<file path="config.mk">
export PLATFORM = sky130hd
export DESIGN_NAME = segment_scan_decoder
export DESIGN_NICKNAME = d
export VERILOG_FILES = /design/src/rtl/segment_scan_decoder.sv
export SDC_FILE = /design/constraint.sdc
export NUM_CORES = 1
export LEC_CHECK = 0
export CAP_MARGIN = 25
export CORE_MARGIN = 4
export CORE_UTILIZATION = 37
export DETAILED_ROUTE_END_ITERATION = 10
export PLACE_DENSITY_LB_ADDON = 0.12
export SETUP_SLACK_MARGIN = 0.2
export SYNTH_ARGS = -nofsm -noshare
export SYNTH_HDL_FRONTEND = slang
export SYNTH_SLANG_ARGS = --single-unit
</file>
<file path="constraint.sdc">
create_clock -name clk_in -period 2.4 [get_ports clk_in]
set_input_delay 0.6 -clock clk_in [delete_from_list [all_inputs] [get_ports clk_in]]
set_output_delay 0.6 -clock clk_in [all_outputs]
set_load 0.05 [all_outputs]
</file>
<file path="src/rtl/segment_scan_decoder.sv">
// Passive decoder for the scanned 4-digit seven-segment bus; publishes one coherent frame per scan pass.
// Latency: 2 sync + SETTLE + 1 cycles from pin change to capture; frame outputs update on the capture edge that closes a pass.
// Backpressure: none. This is a pure monitor, so the bus is never stalled and outputs are held until the next publish.
module segment_scan_decoder #(
    parameter bit DIG_ACTIVE_LOW = 1'b1,
    parameter bit SEG_ACTIVE_LOW = 1'b1,
    parameter int SETTLE         = 2,
    parameter int TIMEOUT        = 4096
) (
    input  logic        clk_in,
    input  logic        reset,
    input  logic [3:0]  dig_in,
    input  logic [7:0]  seg_in,
    output logic [15:0] digits,
    output logic [3:0]  blank,
    output logic [3:0]  dp,
    output logic [3:0]  invalid,
    output logic        frame_strobe,
    output logic        frame_valid,
    output logic        stale
);

    localparam logic [3:0] DIG_OFF = DIG_ACTIVE_LOW ? 4'hF : 4'h0;
    localparam logic [7:0] SEG_OFF = SEG_ACTIVE_LOW ? 8'hFF : 8'h00;
    localparam int         IW      = $clog2(TIMEOUT + 1);

    logic [3:0]       r_dig_s1, r_dig_s2;
    logic [7:0]       r_seg_s1, r_seg_s2;
    logic [3:0]       r_settle;
    logic             r_held;
    logic [3:0][3:0]  r_sh_val;
    logic [3:0]       r_sh_blank, r_sh_dp, r_sh_inv, r_seen;
    logic [1:0]       r_last_k;
    logic [IW-1:0]    r_idle;
    logic [15:0]      r_digits;
    logic [3:0]       r_blank, r_dp, r_inv;
    logic             r_strobe, r_fvalid, r_stale;

    logic [3:0]       w_dig;
    logic [7:0]       w_seg;
    logic             w_stable, w_dig_chg, w_onehot, w_capture, w_close;
    logic [1:0]       w_slot, w_k;
    logic [3:0]       w_val;
    logic             w_blank, w_inv;

    // XOR with the idle level turns both buses active-high.
    assign w_dig     = r_dig_s2 ^ DIG_OFF;
    assign w_seg     = r_seg_s2 ^ SEG_OFF;
    // s1 holds the value s2 will take next, so equality means the bus is holding still.
    assign w_dig_chg = (r_dig_s1 != r_dig_s2);
    assign w_stable  = !w_dig_chg && (r_seg_s1 == r_seg_s2);
    assign w_onehot  = (w_dig != 4'd0) && ((w_dig & (w_dig - 4'd1)) == 4'd0);
    assign w_capture = w_onehot && w_stable && (r_settle == 4'(SETTLE)) && !r_held;
    // k is the position in scan order (leftmost first), so a pass runs with increasing k.
    assign w_k       = 2'd3 - w_slot;
    assign w_close   = w_capture && (w_k <= r_last_k) && (r_seen != 4'd0);

    // Two-flop synchronizers, reset to the idle pin level.
    always_ff @(posedge clk_in or negedge reset) begin
        if (!reset) begin
            r_dig_s1 <= DIG_OFF;
            r_dig_s2 <= DIG_OFF;
            r_seg_s1 <= SEG_OFF;
            r_seg_s2 <= SEG_OFF;
        end else begin
            r_dig_s1 <= dig_in;
            r_dig_s2 <= r_dig_s1;
            r_seg_s1 <= seg_in;
            r_seg_s2 <= r_seg_s1;
        end
    end

    // Settle counter; r_held blocks repeat captures until the selection moves.
    always_ff @(posedge clk_in or negedge reset) begin
        if (!reset) begin
            r_settle <= 4'd0;
            r_held   <= 1'b0;
        end else begin
            if (!w_stable)
                r_settle <= 4'd0;
            else if (r_settle != 4'(SETTLE))
                r_settle <= r_settle + 4'd1;
            if (w_dig_chg)
                r_held <= 1'b0;
            else if (w_capture)
                r_held <= 1'b1;
        end
    end

    // Slot index of the one-hot select (only meaningful when w_onehot).
    always_comb begin
        w_slot = 2'd0;
        case (w_dig)
            4'b0010: w_slot = 2'd1;
            4'b0100: w_slot = 2'd2;
            4'b1000: w_slot = 2'd3;
            default: w_slot = 2'd0;
        endcase
    end

    // Segment pattern back to BCD; unknown patterns report 0xF and invalid.
    always_comb begin
        w_val   = 4'hF;
        w_blank = 1'b0;
        w_inv   = 1'b0;
        case (w_seg[6:0])
            7'h3F: w_val = 4'd0;
            7'h06: w_val = 4'd1;
            7'h5B: w_val = 4'd2;
            7'h4F: w_val = 4'd3;
            7'h66: w_val = 4'd4;
            7'h6D: w_val = 4'd5;
            7'h7D: w_val = 4'd6;
            7'h07: w_val = 4'd7;
            7'h7F: w_val = 4'd8;
            7'h6F: w_val = 4'd9;
            7'h00: begin w_val = 4'd0; w_blank = 1'b1; end
            default: w_inv = 1'b1;
        endcase
    end

    // Shadow bank, pass closing/publish and staleness tracking.
    always_ff @(posedge clk_in or negedge reset) begin
        if (!reset) begin
            r_sh_val   <= '0;
            r_sh_blank <= 4'd0;
            r_sh_dp    <= 4'd0;
            r_sh_inv   <= 4'd0;
            r_seen     <= 4'd0;
            r_last_k   <= 2'd0;
            r_idle     <= '0;
            r_digits   <= 16'd0;
            r_blank    <= 4'hF;
            r_dp       <= 4'd0;
            r_inv      <= 4'd0;
            r_strobe   <= 1'b0;
            r_fvalid   <= 1'b0;
            r_stale    <= 1'b0;
        end else begin
            r_strobe <= 1'b0;
            if (w_capture) begin
                r_sh_val[w_slot]   <= w_val;
                r_sh_blank[w_slot] <= w_blank;
                r_sh_dp[w_slot]    <= w_seg[7];
                r_sh_inv[w_slot]   <= w_inv;
                r_last_k           <= w_k;
                r_idle             <= '0;
                r_stale            <= 1'b0;
                if (w_close) begin
                    // Unseen slots go out dark so a short scan never shows old digits.
                    for (int i = 0; i < 4; i++) begin
                        r_digits[4*i +: 4] <= r_seen[i] ? r_sh_val[i] : 4'd0;
                        r_blank[i]         <= r_seen[i] ? r_sh_blank[i] : 1'b1;
                        r_dp[i]            <= r_seen[i] & r_sh_dp[i];
                        r_inv[i]           <= r_seen[i] & r_sh_inv[i];
                    end
                    r_strobe <= 1'b1;
                    r_fvalid <= 1'b1;
                    r_seen   <= w_dig;
                end else begin
                    r_seen <= r_seen | w_dig;
                end
            end else if (r_idle != IW'(TIMEOUT)) begin
                r_idle <= r_idle + 1'b1;
                if (r_idle == IW'(TIMEOUT - 1)) begin
                    r_stale  <= 1'b1;
                    r_fvalid <= 1'b0;
                    r_seen   <= 4'd0;
                end
            end
        end
    end

    assign digits       = r_digits;
    assign blank        = r_blank;
    assign dp           = r_dp;
    assign invalid      = r_inv;
    assign frame_strobe = r_strobe;
    assign frame_valid  = r_fvalid;
    assign stale        = r_stale;

endmodule

</file>
======== After elaboration in Yosys (flattened, before gate mapping) ========
Index checks and enable logic that the tools add are counted.
storage, ports and cells
  bits in registers ....................... 107
  bits of input ports ..................... 14
  output and inout port bits .............. 31
  word-level logic and storage cells ...... 124
operators by class
  add/subtract/negate cells ............... 4
  magnitude comparators ................... 3
  equal/unequal tests ..................... 21
  muxes and demuxes ....................... 39
  bitwise operators ....................... 12
  reduce and logical (&&, ||, !) cells .... 22
operators with widths
  kind                   number
  $eq 7x7->1 const B     7
  $mux 4                 11
  $pmux 4 s10            1
  $mux 13                2
  $mux 1                 18
  $bwmux 16              1
  $eq 7x3->1 const B     2
  $add 13x1->13 const B  1
  $eq 13x12->1 const B   1
  $ne 13x13->1 const B   1
  $bwmux 4               3
  $reduce_or 11->1       1
  $and 1x1->1            8
  $demux 4 s2            1
  $eq 4x2->1 const B     2
  $eq 8x8->1             1
  $logic_and 1x1->1      8
  $not 8->8              1
  $reduce_bool 4->1      2
  $eq 7x6->1 const B     1
  $logic_not 7->1        1
  $pmux 2 s3             1
  $reduce_bool 2->1      3
  $add 4x1->4 const B    1
  19 further kinds       22

======== Longest topological paths before layout ========
Gate-level depths: netlist of run 1.
  word-level depth ........................ 12
  mapped depth ............................ 11
  mapped depth without buffers ............ 8

======== Worst setup path before layout of run 1 ========
Ideal clock, no wire load.
  path type ............................... register to register
  start point ............................. register r_dig_s2[3]
  end point ............................... register r_blank[0] (netlist: blank[0])
  setup time .............................. 82 ps
  arrival ................................. 2542 ps
  data required time ...................... 2318 ps
  setup slack ............................. -224 ps
  cell stages (with the launch flop) ...... 11
  clock period less this slack ............ 2624 ps
  cells stage by stage .................... dfstp_2 -> buf_2 -> xor2_1 -> nand2_1 -> ha_1 -> nor2b_1 -> o21ai_0 -> o41ai_1 -> nor4_1 -> buf_4 -> mux2_2
between the ends
  elaborated cells between the ends (all ways) .. 21
  those cells by class .................... add/sub (2); order compare (1); eq/ne (4); mux (1); bitwise (2); reduce/logical (11)
RTL lines
  item                                 RTL line  source
  start, declared                      27        logic [3:0] r_dig_s1, r_dig_s2;
  start signal, assigned               67        r_dig_s2 <= r_dig_s1;
  $not 4->4 (no line) (*)              n/a
  $eq 4x4->1 (tied with other cells)   93        case (w_dig)
  $pmux 2 s3 (*)                       93
  $sub 2x2->2 (*)                      55        assign w_k = 2'd3 - w_slot;
  net w_k[1]                           42        logic [1:0] w_slot, w_k;
  $le 2x2->1 (*)                       56        assign w_close = w_capture && (w_k <= r_last_k) && (r_seen != 4'd0);
  $logic_and 1x1->1 (*) (2 in series)  56
  $reduce_and 2->1 (no line) (*)       n/a
  end signal, assigned by index        153       r_blank[i] <= r_seen[i] ? r_sh_blank[i] : 1'b1;
  end, declared                        36        logic [3:0] r_blank, r_dp, r_inv;
Mark *: on every way through the listed nets, which the timed path passes. The rest lies on a longest branch.
A chain may end at the register's enable or synchronous reset.

======== Worst setup path after layout of run 1 ========
  start point ............................. register r_dig_s2[3]
  end point ............................... register r_blank[1] (netlist: blank[1])
between the ends
  longest elaborated chain between the ends .. 11
  elaborated cells between the ends (all ways) .. 21
  those cells by class .................... add/sub (2); order compare (1); eq/ne (4); mux (1); bitwise (2); reduce/logical (11)
RTL lines
  item                             RTL line  source
  $not 4->4 (no line)              n/a
  $sub 4x1->4                      52        assign w_onehot = (w_dig != 4'd0) && ((w_dig & (w_dig - 4'd1)) == 4'd0);
  $and 4x4->4                      52
  $logic_not 4->1                  52
  $logic_and 1x1->1                52
  $logic_and 1x1->1 (3 in series)  53        assign w_capture = w_onehot && w_stable && (r_settle == 4'(SETTLE)) && !r_held;
  $logic_and 1x1->1 (2 in series)  56
  $reduce_and 2->1 (no line) (*)   n/a
Mark *: on every way between the ends. The rest lies on a longest branch, timed or not.

==> summary.md, run 1 <==
| Metric | Value |
|---|---|
| Outcome | completed |
| Synth Area in Adders | 1.55% |
| IO Pins | 45 |
| Die W | 122 um |
| CTS Buf Count | 9 |
| Clock slew at reported path FFs | 70 ps |
| Final setup violation count | 0 |
| Worst-margin pin slew | 625 ps |
| Initial Utilization | 38.1% |
| Die Ht | 122 um |
| Via density | 4.74 |
| Port bufs | 44 |
| Core area | between 10000 and 15000 um^2 |
| CP cell instances | buf_6 > xor2_1 > and3_1 > ha_2 > nor2b_4 > o21ai_4 > o41ai_4 > nor4_4 > buf_6 > mux2_2 |
| Register bit total from synthesis | 107 |
| Initial antenna violation count | 0 |
| Skew-Pair Late Insertion Delay | 350 ps |
| Most frequent cell after synthesis | dfrtp_1 |
| Longest Clk Path Bufs | 2 |
| Nets | 527 |
| Hold Fails Final Rpt | 0 |
| Post-synth ARST share | 100% |
| Top cell type's share of synthesized area | around two fifths |
| RSZ-0062 raised after global routing | yes |
| Die ar. | between 15000 and 20000 um^2 |
| Clk_skew | 7.64 ps |
| Pwr per Cell Area | 531 nW/um^2 |
| Final antenna-violating net count | 0 |
| Row Count | 41 |
| # placed instances | between 600 and 700 |
| Cell count after synthesis | 406 |
| Syn avg cell area | approximately 12 um^2 |
| Synthesis-to-finish area growth | 36.2% |
| 1st-pass router iterations | 5 |
| Dominant synthesized flop cell | dfrtp_1 |
| PnR Total Power | 3.51 mW |
| Max_slew headroom | 58.3% |
| Min Tclk post-route | 2330 ps |
| Fin cells | approximately 680 |
| First-pass GRT wire length | between 15 and 20 mm |
| Slowest CP cell | dfstp_2 |
| Vias in the first global route | approximately 3300 |
| Drt drc | 0 |
| Tightest hold margin | 199 ps |
| Final-report max-slew violation count | 0 |
| Mapped Area | 4850 um^2 |
| Cell variety after synth | 49 |
| Synth area leaders | dfrtp_1, dfstp_2, mux2_2 |
| Post-Synth XOR/XNOR Area | 5.24% |
| Fraction of layout cells with a size suffix above 1 | 33.6% |
| Clock sinks | 107 |
| Leak | 2.80 nW |
| Max Freq | 429 MHz |
| Total Routing Usage GR | between 10% and 20% |
| Post-synthesis compound-gate area fraction | 4.75% |
| Post-synthesis sequential area ratio | 55.9% |
| Number of synthesized flops with an enable pin | 0 |
| Yosys warns | 0 |
| Largest family of logic cells by synthesized area | simple AND/OR/NAND/NOR gates |
| Gr ovfl total | 0 |
| CTS tree | yes |
| Multiplexer area fraction after synthesis | 13.3% |
| Top cell by count, worst path | buf_6 |
| Routability Congestion | 0.842 |
| Syn Nets | 426 |
| Crit Path Max Fanout | 8 |
| Maximum vdd drop | 0.449 mV |
| Yosys top cell by area | dfrtp_1 |
| Crit-path max cell delay | about 570 ps |
| Critical path class | register to register |
| Largest net degree at the start of global routing | 40 |
| Post-detail-place hpwl | 6.81 mm |
| Critical path capture point type | register |
| Clock H-tree levels | 3 |
| Critical Path Source Type | register |
| Final WL | 10.3 mm |
| Top post-synthesis cells by count | dfrtp_1, inv_1, mux2i_1, nand2_1, mux2_2 |
| Max Cap Viol | 0 |
| DR vias | between 3000 and 4000 |
| DR WL/cell | 15.0 um |
| WP data arrival | roughly 2600 ps |
| Crit share post-route | 97.2% |
| HP Class | input port to async pin |
| Clock Root Buffer | clkbuf_16 |
| Inserted Diodes | 0 |
| Hold Buf Count CTS | 0 |
| DRT iter0 DRCs | 100 |
| Simple-gate share of the synthesized area | 14.1% |
| WP data required | 2680 ps |
## through the flow
step                instance area [um^2]  TNS (ps)  util (%)  setup slack [ps]
floorplan                           4960     -1600         -              -100
finish                              6610         0      51.9              67.2
detailed placement                  5800     -1950      45.6              -110
global route                        6610      -366      51.9             -36.1
CTS                                 6300         0      49.5              82.0
global placement                    5800      -391      45.6             -42.6
## sequential cells by signal, indices dropped and copies added (netlist names), 8 cells and up
| register | count |
|---|---|
| r_seg_s1 | 8 |
| r_sh_val | 16 |
| digits | 16 |
| r_idle | 13 |
| r_seg_s2 | 8 |
## cells in the final DEF, fill, tap and decap left out, types with 7 or more instances in the layout
cell type        count
dfstp_2             28
nand3_1              8
buf_4               38
mux2i_1             32
dfrtp_1             79
mux2_4              25
clkdlybuf4s50_1     38
nand2_1             30
clkbuf_16           10
xor2_1              17
nor3_1               8
nor4_4               7
inv_1               37
nor2_1              25
buf_6               21
## report_power, final
group	internal (mW)	leakage [nW]	total [mW]	switching, mW
Sequential	1.84	1.38	1.86	0.0235
Clock	0.721	0.138	1.42	0.699
Combinational	0.110	1.28	0.225	0.115
## area by class of cell
| class | count | area [um^2] |
|---|---|---|
| Fill cell | 1182 | 6120 |
| Sequential cell | 107 | 2710 |
| Multi-Input combinational cell | 242 | 2150 |
| Timing Repair Buffer | 110 | 1100 |
| Clock buffer | 9 | 225 |
| Tap cell | 172 | 215 |
| Inverter | 37 | 139 |
| Clock inverter | 7 | 58.8 |
## metal layers
metal / vias to the layer above / track usage, % / share of wire, %
met3: 14 / 2.72 / 3.5
met2: 56 / 23.2 / 48
met4: 0 / 5.81 / 1.8
met1: 1604 / 18.8 / 46
met5: - / 0 / 0
li1: 1569 / - / -
## what timing repair did
action,CTS,global route
pin swaps,6,6
resized for setup,25,41
cloned,1,1
setup buffers,15,13
endpoints found under the setup margin,77,78
## worst max-delay path: cells and delay by family (launching register included)
kind,cells,cell delay (ps)
muxes,1,350
DFF,1,570
adders and majority gates,1,200
xor gates and xnor gates,1,110
AOI/OAI and AO/OA,2,270
and+or+nand+nor,3,450
buffers and inverters,2,320
## path summary, 6_finish.rpt
path                              from     endpoint  cells past startpoint  slack [ps]
setup reg to reg           r_dig_s2[3]     blank[1]                     10          70
hold reg to reg            r_seg_s1[3]  r_seg_s2[3]                      0         370
max in group asynchronous        reset  r_dig_s2[3]                      2        1580
min in group clk_in        r_seg_s1[3]  r_seg_s2[3]                      0         370
setup / recovery           r_dig_s2[3]     blank[1]                     10          70
hold / removal                   reset    r_idle[3]                      1         200
## cell families after synthesis
logic type,Yosys count
AND/OR/NAND/NOR,116
flip-flops,107
multiplexers,61
buffers and inverters,57
AO/OA/AOI/OAI,30
XOR/XNOR,29
adder cells (fa/ha/maj),6
Power figures use the tool's default switching activity.
==> inputs of run 2 (changes only) <==
--- a/config.mk
+++ b/config.mk
@@ -14,3 +14,4 @@
 export SYNTH_ARGS = -nofsm -noshare
 export SYNTH_HDL_FRONTEND = slang
 export SYNTH_SLANG_ARGS = --single-unit
+export TNS_END_PERCENT = 20
==> run 2 against run 1 <==
Register-to-register slack worse by 130 ps; the run now ends with setup timing left; wire length is 9.9% lower; via count shrank 3.5%; largest power group unchanged; flip-flop and latch count stayed put; final area shrank 6.3%; clock skew rose by 1.8 ps; sequential power about the same; die area unchanged; largest cell class unchanged; setup slack worse by 130 ps.
==> summary.md, run 2 (synthesis gave the netlist of run 1 again) <==
| Metric | Value |
|---|---|
| Outcome | complete, but fails checks |
| Failing checks | setup timing |
| Port bufs | 44 (unchanged) |
| Final-report max-slew violation count | 0 (unchanged) |
| Max Cap Viol | 0 (unchanged) |
| Fin Setup TNS | -582 ps (-582 ps) |
| Final instance area | 6190 um^2 (-6.3%) |
| Critical path capture point type | register |
| Initial Utilization | 38.1% (unchanged) |
| Largest net degree at the start of global routing | 42 (+5.0%) |
| Hold Fails Final Rpt | 0 (unchanged) |
| Final antenna-violating net count | 0 (unchanged) |
| Die ar. | 15000 um^2 (unchanged) |
| Layout fillers | 1223 (+3.5%) |
| Clock H-tree levels | 3 (unchanged) |
| Register area | 2710 um^2 (unchanged) |
| Skew-Pair Late Insertion Delay | 350 ps (about the same) |
| Pwr per Cell Area | 564 nW/um^2 (+6.2%) |
| Vias in the first global route | 3186 (-4.7%) |
| First-pass GRT wire length | 16.0 mm (-3.8%) |
| Most frequent cells in the layout | dfrtp_1, clkdlybuf4s50_1, inv_1 |
| DRT iter0 DRCs | 120 (+20%) |
| Die Ht | 122 um (unchanged) |
| Worst-margin pin slew | 605 ps (-19.9 ps) |
| Fraction of layout cells with a size suffix above 1 | 28.8% (-4.8 points) |
| PnR Total Power | 3.49 mW (-0.51%) |
| 1st-pass router iterations | 6 (+1) |
| Routability Congestion | 0.794 (-5.7%) |
| Hold Buf Count CTS | 0 (unchanged) |
| Slowest CP cell | dfstp_2 |
| Die W | 122 um (unchanged) |
| Instance area at placement | 5690 um^2 (-1.8%) |
| Core area | 12700 um^2 (unchanged) |
| WP data arrival | 2730 ps (+120 ps) |
| Worst setup margin | -58.0 ps (-125 ps) |
| Initial antenna violation count | 0 (unchanged) |
| CP bufs+invs | 3 (+1) |
| Longest Clk Path Bufs | 2 (unchanged) |
| Final WL | 9.26 mm (-9.9%) |
| Drt drc | 0 (unchanged) |
| Maximum vdd drop | 0.421 mV (-6.3%) |
| HP Class | input port to async pin |
| IO Pins | 45 (unchanged) |
| Crit-path max cell delay | 560 ps (about the same) |
| Inserted Diodes | 0 (unchanged) |
| Gr ovfl total | 0 (unchanged) |
| Total Routing Usage GR | 13.7% (-0.56 points) |
| Row Count | 41 (unchanged) |
| Clk_skew | 9.44 ps (+1.80 ps) |
| CTS Buf Count | 9 (unchanged) |
| Area of the multi-input gates | 1960 um^2 (-8.7%) |
| Post-detail-place hpwl | 6.54 mm (-4.0%) |
| Min Tclk post-route | 2460 ps (+125 ps) |
| CP delay by family, top | flip-flops |
| CTS tree | yes |
| Max Freq | 407 MHz (-5.1%) |
| Via density | 4.71 (-0.73%) |
| Max_slew headroom | 59.7% (+1.3 points) |
| Leak | 2.63 nW (-6.3%) |
| Clock Root Buffer | clkbuf_16 |
| Crit share post-route | 102% (+5.2 points) |
| Synthesis-to-finish area growth | 27.6% |
| Crit Path Max Fanout | 8 (unchanged) |
| DR vias | 3130 (-3.5%) |
| Nets | 508 (-3.6%) |
| Final setup violation count | 17 (+17) |
| Commonest non-fill, non-tap cell in the layout | dfrtp_1 |
| Clock sinks | 107 (unchanged) |
| WP data required | 2670 ps (about the same) |
| Top cell by count, worst path | buf_6 |
| Critical path class | register to register |
| Critical Path Source Type | register |
| Placement-stage worst setup slack | -201 ps (-91.4 ps) |
| DR WL/cell | 13.9 um (-7.3%) |
| CP cell instances | buf_6 > xor2_1 > and3_1 > ha_2 > nor2b_4 > o21ai_2 > o41ai_2 > nor4_2 > buf_4 > buf_6 > mux2i_1 |
| RSZ-0062 raised after global routing | yes |
| Clock slew at reported path FFs | 70 ps (about the same) |
==> run 2: cell count changes in the layout (fill, tap and decap cells not counted), moves of 3 or more <==
cell / change
buf_4: -3
buf_6: -12
xor2_1: +3
mux2_2: +24
mux2_4: -24
==> run 2: report_power, final <==
group / internal (mW) / switching, mW
combinational: 0.0888 / 0.104
clock: 0.806 / 0.632
sequential: 1.84 / 0.0193
total: 2.74 / 0.755
==> run 2: repair_timing <==
action | in CTS | in global routing
resized for setup | 15 | 14
buffers inserted | 9 | 3
pin swaps | 5 | 5
endpoints found under the hold margin | 0 | 0
cloned | 0 | 0
endpoints found under the setup margin | 59 | 80
==> run 2: path summary, 6_finish.rpt <==
check	to	depth (start not counted)	slack, ps	from
setup / recovery	invalid[3]	11	-60	r_dig_s2[3]
hold / removal	r_sh_blank[0]	1	220	reset
setup reg to reg	invalid[3]	11	-60	r_dig_s2[3]
hold reg to reg	r_dig_s2[1]	0	360	r_dig_s1[1]
max in group asynchronous	blank[3]	2	1590	reset
min in group clk_in	r_dig_s2[1]	0	360	r_dig_s1[1]
==> run 2: metrics by stage <==
step	util (%)	instances	hold slack, ps
after floorplan	-	406	304
after global placement	44.8	637	362
after detailed placement	44.8	637	363
after CTS	47.8	662	218
after global routing	48.6	665	237
final	48.6	665	216
==> run 2: area by class of cell <==
class,count,area share (%)
clock buffer,11,3.76
clock inverter,5,0.890
inverter,37,2.24
multi-input combinational,242,31.7
sequential,107,43.8
tap,172,3.48
timing repair buffer,91,14.1
==> run 2: metal layers <==
layer	up-vias	part of all wire (%)	global-route usage (%)
met5	-	0	0
met4	0	1.1	3.57
met3	9	3.8	4.38
met2	44	48	22.0
met1	1544	47	18.0
li1	1533	-	-
